<file path="config.mk">
export PLATFORM = sky130hd
export DESIGN_NAME = task_type_arbiter_flat
export DESIGN_NICKNAME = d
export VERILOG_FILES = /design/src/rtl/swarm_pkg.sv /design/src/rtl/task_type_arbiter_if.sv /design/src/rtl/task_type_arbiter_rr_pick.sv /design/src/rtl/task_type_arbiter.sv /design/src/flat_wrapper.sv
export SDC_FILE = /design/constraint.sdc
export NUM_CORES = 1
export LEC_CHECK = 0
export ABC_AREA = 1
export BUFFER_PORTS_ARGS = -buffer_cell sky130_fd_sc_hd__buf_4
export CAP_MARGIN = 10
export CORE_ASPECT_RATIO = 0.75
export CORE_MARGIN = 5
export CORE_UTILIZATION = 50
export CTS_CLUSTER_SIZE = 25
export DETAILED_ROUTE_END_ITERATION = 16
export PLACE_DENSITY = 0.87
export SLEW_MARGIN = 5
export SYNTH_ARGS = -nofsm -noshare
export SYNTH_HDL_FRONTEND = slang
export SYNTH_HIERARCHICAL = 1
export SYNTH_SLANG_ARGS = --single-unit
</file>
<file path="constraint.sdc">
create_clock -name clk -period 2.6 [get_ports clk]
set_input_delay 0.13 -clock clk [delete_from_list [all_inputs] [get_ports clk]]
set_output_delay 0.13 -clock clk [all_outputs]
set_load 0.05 [all_outputs]
</file>
<file path="src/rtl/swarm_pkg.sv">
// Shared task/slot types for the task dispatch path plus the arbiter state
// encoding and a small width helper.
package swarm;

    typedef logic [15:0] ts_t;

    typedef struct packed {
        ts_t         ts;
        logic [15:0] data;
    } task_t;

    typedef logic [7:0] cq_slice_slot_t;

    typedef enum logic [1:0] {
        IDLE,
        OFFER,
        WAIT
    } arb_state_t;

    // Index width that stays legal (>= 1 bit) for a single-entry set.
    function automatic int idx_w(input int n);
        return (n > 1) ? $clog2(n) : 1;
    endfunction

endpackage

</file>
<file path="src/rtl/task_type_arbiter_if.sv">
// FIFO-side and checker-side signals of the task-type arbiter.
// master = arbiter view, slave = FIFO/checker environment view.
interface task_type_arbiter_if #(
    parameter int N_TYPES = 4
) ();
    localparam int TYPE_W = swarm::idx_w(N_TYPES);

    logic [N_TYPES-1:0]    in_valid;
    swarm::task_t          in_task [N_TYPES];
    swarm::cq_slice_slot_t in_slot [N_TYPES];
    logic [N_TYPES-1:0]    in_resp_valid;
    logic                  in_resp;

    logic                  out_valid;
    logic                  out_ready;
    swarm::task_t          out_task;
    swarm::cq_slice_slot_t out_slot;
    logic [TYPE_W-1:0]     out_type;
    logic                  out_resp_valid;
    logic                  out_resp;

    modport master (
        input  in_valid, in_task, in_slot, out_ready, out_resp_valid, out_resp,
        output in_resp_valid, in_resp, out_valid, out_task, out_slot, out_type
    );

    modport slave (
        output in_valid, in_task, in_slot, out_ready, out_resp_valid, out_resp,
        input  in_resp_valid, in_resp, out_valid, out_task, out_slot, out_type
    );
endinterface

</file>
<file path="src/rtl/task_type_arbiter_rr_pick.sv">
// Combinational circular priority pick: first set bit of eligible at or
// after start, as both a one-hot select and an index.
module rr_pick #(
    parameter int N = 4,
    parameter int W = 2
) (
    input  logic [N-1:0] eligible,
    input  logic [W-1:0] start,
    output logic [N-1:0] sel,
    output logic [W-1:0] idx,
    output logic         any
);

    int          pos;
    logic [W-1:0] pos_w;

    always_comb begin
        sel   = '0;
        idx   = '0;
        any   = 1'b0;
        pos   = 0;
        pos_w = '0;
        for (int k = 0; k < N; k++) begin
            pos = int'(start) + k;
            if (pos >= N) begin
                pos = pos - N;
            end
            pos_w = W'(pos);
            if (!any && eligible[pos_w]) begin
                any        = 1'b1;
                sel[pos_w] = 1'b1;
                idx        = pos_w;
            end
        end
    end

endmodule

</file>
<file path="src/rtl/task_type_arbiter.sv">
// Shares one conflict-checker port among N_TYPES dequeue FIFOs with per-type
// reject backoff. Define ARB_MIN_TS_EN to grant the smallest-ts eligible head.
module task_type_arbiter
    import swarm::*;
#(
    parameter int N_TYPES        = 4,
    parameter int BACKOFF_CYCLES = 8,
    parameter int BACKOFF_W      = 8
) (
    input  logic                clk,
    input  logic                rst,
    task_type_arbiter_if.master bus,
    output logic                busy,
    output logic [31:0]         stat_dispatched,
    output logic [31:0]         stat_rejected,
    output logic                proto_err
);

    localparam int TYPE_W = idx_w(N_TYPES);

    arb_state_t          state_reg, state_next;
    logic [TYPE_W-1:0]   grant_reg, grant_next;
    logic [N_TYPES-1:0]  grant_oh_reg, grant_oh_next;
    logic [TYPE_W-1:0]   rr_ptr_reg, rr_ptr_next;
    logic [31:0]         stat_dispatched_reg, stat_rejected_reg;
    logic                proto_err_reg;

    logic [N_TYPES-1:0]  eligible, pick_mask, pick_sel, load_backoff, resp_valid;
    logic [TYPE_W-1:0]   pick_idx;
    logic                pick_any, out_valid, resp_fire;
    logic                disp_inc, rej_inc, proto_set;

    assign resp_fire    = (state_reg == WAIT) && bus.out_resp_valid;
    assign load_backoff = grant_oh_reg & {N_TYPES{resp_fire & bus.out_resp}};

    // Per-type backoff; a reject load wins over the running decrement.
    genvar gi;
    for (gi = 0; gi < N_TYPES; gi++) begin : g_backoff
        logic [BACKOFF_W-1:0] cnt_reg;

        always_ff @(posedge clk) begin
            if (rst) begin
                cnt_reg <= '0;
            end else if (load_backoff[gi]) begin
                cnt_reg <= BACKOFF_W'(BACKOFF_CYCLES);
            end else if (cnt_reg != '0) begin
                cnt_reg <= cnt_reg - 1'b1;
            end
        end

        assign eligible[gi] = bus.in_valid[gi] && (cnt_reg == '0);
    end

`ifdef ARB_MIN_TS_EN
    ts_t               min_ts;
    logic [TYPE_W-1:0] min_iw;

    always_comb begin
        min_ts = '1;
        min_iw = '0;
        for (int i = 0; i < N_TYPES; i++) begin
            min_iw = TYPE_W'(i);
            if (eligible[min_iw] && (bus.in_task[min_iw].ts < min_ts)) begin
                min_ts = bus.in_task[min_iw].ts;
            end
        end
    end

    // Only the heads tied at the minimum go on to the round-robin tie-break.
    for (gi = 0; gi < N_TYPES; gi++) begin : g_min_mask
        assign pick_mask[gi] = eligible[gi] && (bus.in_task[gi].ts == min_ts);
    end
`else
    assign pick_mask = eligible;
`endif

    rr_pick #(
        .N (N_TYPES),
        .W (TYPE_W)
    ) u_rr_pick (
        .eligible (pick_mask),
        .start    (rr_ptr_reg),
        .sel      (pick_sel),
        .idx      (pick_idx),
        .any      (pick_any)
    );

    always_comb begin
        state_next    = state_reg;
        grant_next    = grant_reg;
        grant_oh_next = grant_oh_reg;
        rr_ptr_next   = rr_ptr_reg;
        out_valid     = 1'b0;
        resp_valid    = '0;
        disp_inc      = 1'b0;
        rej_inc       = 1'b0;
        proto_set     = 1'b0;

        case (state_reg)
            IDLE: begin
                if (bus.out_resp_valid) begin
                    proto_set = 1'b1;
                end
                if (pick_any) begin
                    grant_next    = pick_idx;
                    grant_oh_next = pick_sel;
                    state_next    = OFFER;
                end
            end
            OFFER: begin
                if (bus.out_resp_valid) begin
                    proto_set = 1'b1;
                end
                // A FIFO withdrawing its offered head is a protocol violation.
                if (!bus.in_valid[grant_reg]) begin
                    proto_set  = 1'b1;
                    state_next = IDLE;
                end else begin
                    out_valid = 1'b1;
                    if (bus.out_ready) begin
                        disp_inc   = 1'b1;
                        state_next = WAIT;
                    end
                end
            end
            WAIT: begin
                if (bus.out_resp_valid) begin
                    resp_valid  = grant_oh_reg;
                    rej_inc     = bus.out_resp;
                    rr_ptr_next = (grant_reg == TYPE_W'(N_TYPES - 1)) ? '0 : grant_reg + 1'b1;
                    state_next  = IDLE;
                end
            end
            default: begin
                state_next = IDLE;
            end
        endcase
    end

    always_ff @(posedge clk) begin
        if (rst) begin
            state_reg           <= IDLE;
            grant_reg           <= '0;
            grant_oh_reg        <= '0;
            rr_ptr_reg          <= '0;
            stat_dispatched_reg <= '0;
            stat_rejected_reg   <= '0;
            proto_err_reg       <= 1'b0;
        end else begin
            state_reg    <= state_next;
            grant_reg    <= grant_next;
            grant_oh_reg <= grant_oh_next;
            rr_ptr_reg   <= rr_ptr_next;
            if (disp_inc) begin
                stat_dispatched_reg <= stat_dispatched_reg + 32'd1;
            end
            if (rej_inc) begin
                stat_rejected_reg <= stat_rejected_reg + 32'd1;
            end
            if (proto_set) begin
                proto_err_reg <= 1'b1;
            end
        end
    end

    assign bus.out_valid     = out_valid;
    assign bus.out_task      = bus.in_task[grant_reg];
    assign bus.out_slot      = bus.in_slot[grant_reg];
    assign bus.out_type      = grant_reg;
    assign bus.in_resp_valid = resp_valid;
    assign bus.in_resp       = resp_fire & bus.out_resp;

    assign busy            = (state_reg != IDLE);
    assign stat_dispatched = stat_dispatched_reg;
    assign stat_rejected   = stat_rejected_reg;
    assign proto_err       = proto_err_reg;

endmodule

</file>
<file path="src/flat_wrapper.sv">
// flat-port wrapper written by rule: the top's interface ports become plain ports
module task_type_arbiter_flat import swarm::*;
#(
    parameter int N_TYPES        = 4,
    parameter int BACKOFF_CYCLES = 8,
    parameter int BACKOFF_W      = 8
)
  (clk, rst, busy, stat_dispatched, stat_rejected, proto_err, bus_in_valid, bus_in_task, bus_in_slot, bus_out_ready, bus_out_resp_valid, bus_out_resp, bus_in_resp_valid, bus_in_resp, bus_out_valid, bus_out_task, bus_out_slot, bus_out_type);
  task_type_arbiter_if #(.N_TYPES(N_TYPES)) bus_i ();
  input  logic clk;
  input  logic rst;
  output logic busy;
  output logic [31:0] stat_dispatched;
  output logic [31:0] stat_rejected;
  output logic proto_err;
  input wire logic [$bits(bus_i.in_valid)-1:0] bus_in_valid;
  input wire logic [$bits(bus_i.in_task)-1:0] bus_in_task;
  input wire logic [$bits(bus_i.in_slot)-1:0] bus_in_slot;
  input wire logic [$bits(bus_i.out_ready)-1:0] bus_out_ready;
  input wire logic [$bits(bus_i.out_resp_valid)-1:0] bus_out_resp_valid;
  input wire logic [$bits(bus_i.out_resp)-1:0] bus_out_resp;
  output wire logic [$bits(bus_i.in_resp_valid)-1:0] bus_in_resp_valid;
  output wire logic [$bits(bus_i.in_resp)-1:0] bus_in_resp;
  output wire logic [$bits(bus_i.out_valid)-1:0] bus_out_valid;
  output wire logic [$bits(bus_i.out_task)-1:0] bus_out_task;
  output wire logic [$bits(bus_i.out_slot)-1:0] bus_out_slot;
  output wire logic [$bits(bus_i.out_type)-1:0] bus_out_type;
  assign bus_i.in_valid = bus_in_valid;
  assign bus_i.in_task = {>>{bus_in_task}};
  assign bus_i.in_slot = {>>{bus_in_slot}};
  assign bus_i.out_ready = bus_out_ready;
  assign bus_i.out_resp_valid = bus_out_resp_valid;
  assign bus_i.out_resp = bus_out_resp;
  assign bus_in_resp_valid = bus_i.in_resp_valid;
  assign bus_in_resp = bus_i.in_resp;
  assign bus_out_valid = bus_i.out_valid;
  assign bus_out_task = bus_i.out_task;
  assign bus_out_slot = bus_i.out_slot;
  assign bus_out_type = bus_i.out_type;
  task_type_arbiter #(.N_TYPES(N_TYPES), .BACKOFF_CYCLES(BACKOFF_CYCLES), .BACKOFF_W(BACKOFF_W)) u_core (.clk(clk), .rst(rst), .bus(bus_i), .busy(busy), .stat_dispatched(stat_dispatched), .stat_rejected(stat_rejected), .proto_err(proto_err));
endmodule
</file>
==> results.toml <==
[worst_setup_path]
crit_path_frequent_cell = "buf_4"
cp.required_ps = 2470
max_stage_delay_ps = 440
crit_type = "flop to output pin"
arrival_ps = 2200
start_kind = "flop"
crit_fanout = 42
end_kind = "output pin"
crit_chain = "inv_2 -> buf_4 -> o21ai_0 -> o22ai_1 -> buf_4"
worst_path_max_delay_cell = "buf_4"
cp-startpoint = "u_core/bus.out_type[0]$_SDFFE_PP0P_"
timing.rr.start = "u_core/g_backoff[3].cnt_reg[0]$_SDFFE_PP0P_"

[finish]
stdcell_count = 1570
drive_gt1_frac = 0.261
area_growth_pct = 37.1
mostFrequentLayoutCells = "buf_4, nor2_1, nand2_1"
diodes = 0
final_common_cell = "buf_4"
nFillCells = 1198
final_nets = 1575

[sta]
setup_violations = 0
fin_worst_skew_ps = 8.49
tightest_slew_ps = 560
fin_crit_sh = 0.894
slew_headroom = 0.626
drv_slew = 0
period_minus_slack_ps = 2330
setup_tns_ps = 0
rsz0062_at_grt = "false"
hold_viol = 0
clock.fmax_mhz = 430

[run_status]
status = "completed"

[power_and_ir_drop]
power_density_nw_per_um2 = 857
ir_drop_v = 0.000527
p_leak_nw = 4.45

[cts]
clk_latency_ps = 350
cts_max_level = 3
path_clk_slew_ps = 70
cts_buffers = 9
cts.sink_count = 107
cts_tree = "done"
clockBufferDepth = 2
cts_hold_buf = 0
ctsRootBufferMaster = "clkbuf_16"

[global_route]
grt_pass1_vias = 7815
grt_overflow = 0
antenna_found_initial = 0
grt_use_total = 0.294
grt_max_degree = 56
grt_pass1_wl_um = 39900

[flow_run]
maxCapViolCount = 0

[routing]
firstDrtPassIters = 5
vias = 8439
first_iter_violations = 766
drtAntennaViolNets = 0
routed_via_density = 5.38
drc = 0
wl_per_cell_um = 16.2
drt_wl_total_um = 25500

[yosys]
synth_top_flop_cell = "dfxtp_1"
avgSynthCellArea_sq_um = 6.22
ys_ff_latch = 107
ys_warn_count = 6
async_flop_share = 0
netlist_instances = 1124
netlist_area_sq_um = 7000
ys_seq_area_frac = 0.306
syn-num-nets = 1309
synth_edf_count = 0
synth.distinct_cells = 39

[floorplanning]
die_y_um = 112
rows = 37
initial_core_util = 0.511
die_w_um = 147
core_sq_um = 13700
num_io_pins = 283
die_area_sq_um = 16500

[placed_design]
place.gp.congestion = 0.973
portBuffers = 282
hpwl_um = 20100
place_inst = 1552

[min_path]
hp-class = "input pin to flop"
min_from = "bus_out_ready"
## cell families after synthesis
family | after synthesis | share of synthesized area
AO/OA/AOI/OAI | 220 | 0.169
AND/OR/NAND/NOR | 605 | 0.379
buffers and inverters | 149 | 0.0839
adder cells (fa/ha/maj) | 16 | 0.0286
XOR/XNOR | 27 | 0.0338
flip-flops | 107 | 0.306
## metrics by stage
stage | hold slack [ps] | total power, mW | setup slack, ps | utilization | cell area (sq um)
4_1_cts | 62.1 | 8.15 | 143 | 0.698 | 9560
3_3_place_gp | 423 | 6.63 | 249 | 0.675 | 9250
3_5_place_dp | 431 | 6.70 | 156 | 0.675 | 9250
6_report | 69.5 | 8.22 | 275 | 0.700 | 9590
2_1_floorplan | 298 | 5.41 | 390 | - | 7000
5_1_grt | 108 | 8.80 | 38.9 | 0.700 | 9590
## report_power, final
part,switching (mW),total [mW],internal (mW)
clock network,0.659,1.43,0.772
registers,0.213,2.13,1.92
logic,3.13,4.66,1.52
## cell usage after synthesis, types with 3 or more instances
cell	instances	share of area
nor2_1	254	0.14
nand2_1	202	0.11
o21ai_0	111	0.079
dfxtp_1	107	0.31
inv_1	102	0.055
nand3_1	75	0.054
a21oi_1	60	0.043
o22ai_1	40	0.036
clkbuf_1	33	0.018
nand4_1	23	0.021
ha_1	16	0.029
xor2_1	16	0.020
nand2_2	11	0.0098
xnor2_1	11	0.014
nor2_2	7	0.0063
nor3_1	7	0.0050
or2_2	6	0.0054
nor2_4	5	0.0080
a21boi_0	4	0.0043
buf_2	4	0.0029
buf_4	4	0.0043
inv_2	3	0.0016
nand2_4	3	0.0048
## worst paths after layout
| check | end | slack [ps] | cells after the start |
|---|---|---|---|
| worst max-delay path | bus_out_task[25] | 270 | 5 |
| worst min-delay path | u_core/state_reg[0]$_SDFFE_PP0P_ | 70 | 4 |
| worst max register to register | u_core/bus.out_type[0]$_SDFFE_PP0P_ | 290 | 15 |
| worst min register to register | u_core/g_backoff[2].cnt_reg[5]$_SDFFE_PP0P_ | 470 | 2 |
## critical path, delay by kind of cell, from the launching register on
kind                   cells  cell delay [ps]
AO/OA/AOI/OAI              2              370
buffers and inverters      3             1060
flip-flops                 1              390
## per-layer routing
metal  routed length [um]  GRT usage  up-vias
met5                    0          0        -
met4                  716     0.0896        0
met3                 2460     0.0912       41
met2                11000      0.443      367
met1                11300      0.403     3825
li1                     -          -     4206
## what timing repair did
| item | in CTS | in global routing |
|---|---|---|
| setup buffers | 0 | 2 |
| endpoints found under the setup margin | 0 | 6 |
| gates resized for setup | 0 | 6 |
## final cells by class
type | count | area (sq um) | share of cell area
multi-input combinational | 868 | 4280 | 0.446
timing repair buffer | 298 | 2240 | 0.233
inverter | 106 | 398 | 0.0415
clock inverter | 6 | 85.1 | 0.00887
sequential | 107 | 2140 | 0.224
tap | 175 | 219 | 0.0228
clock buffer | 10 | 229 | 0.0239
No activity file was read; power rests on OpenSTA's default activity.
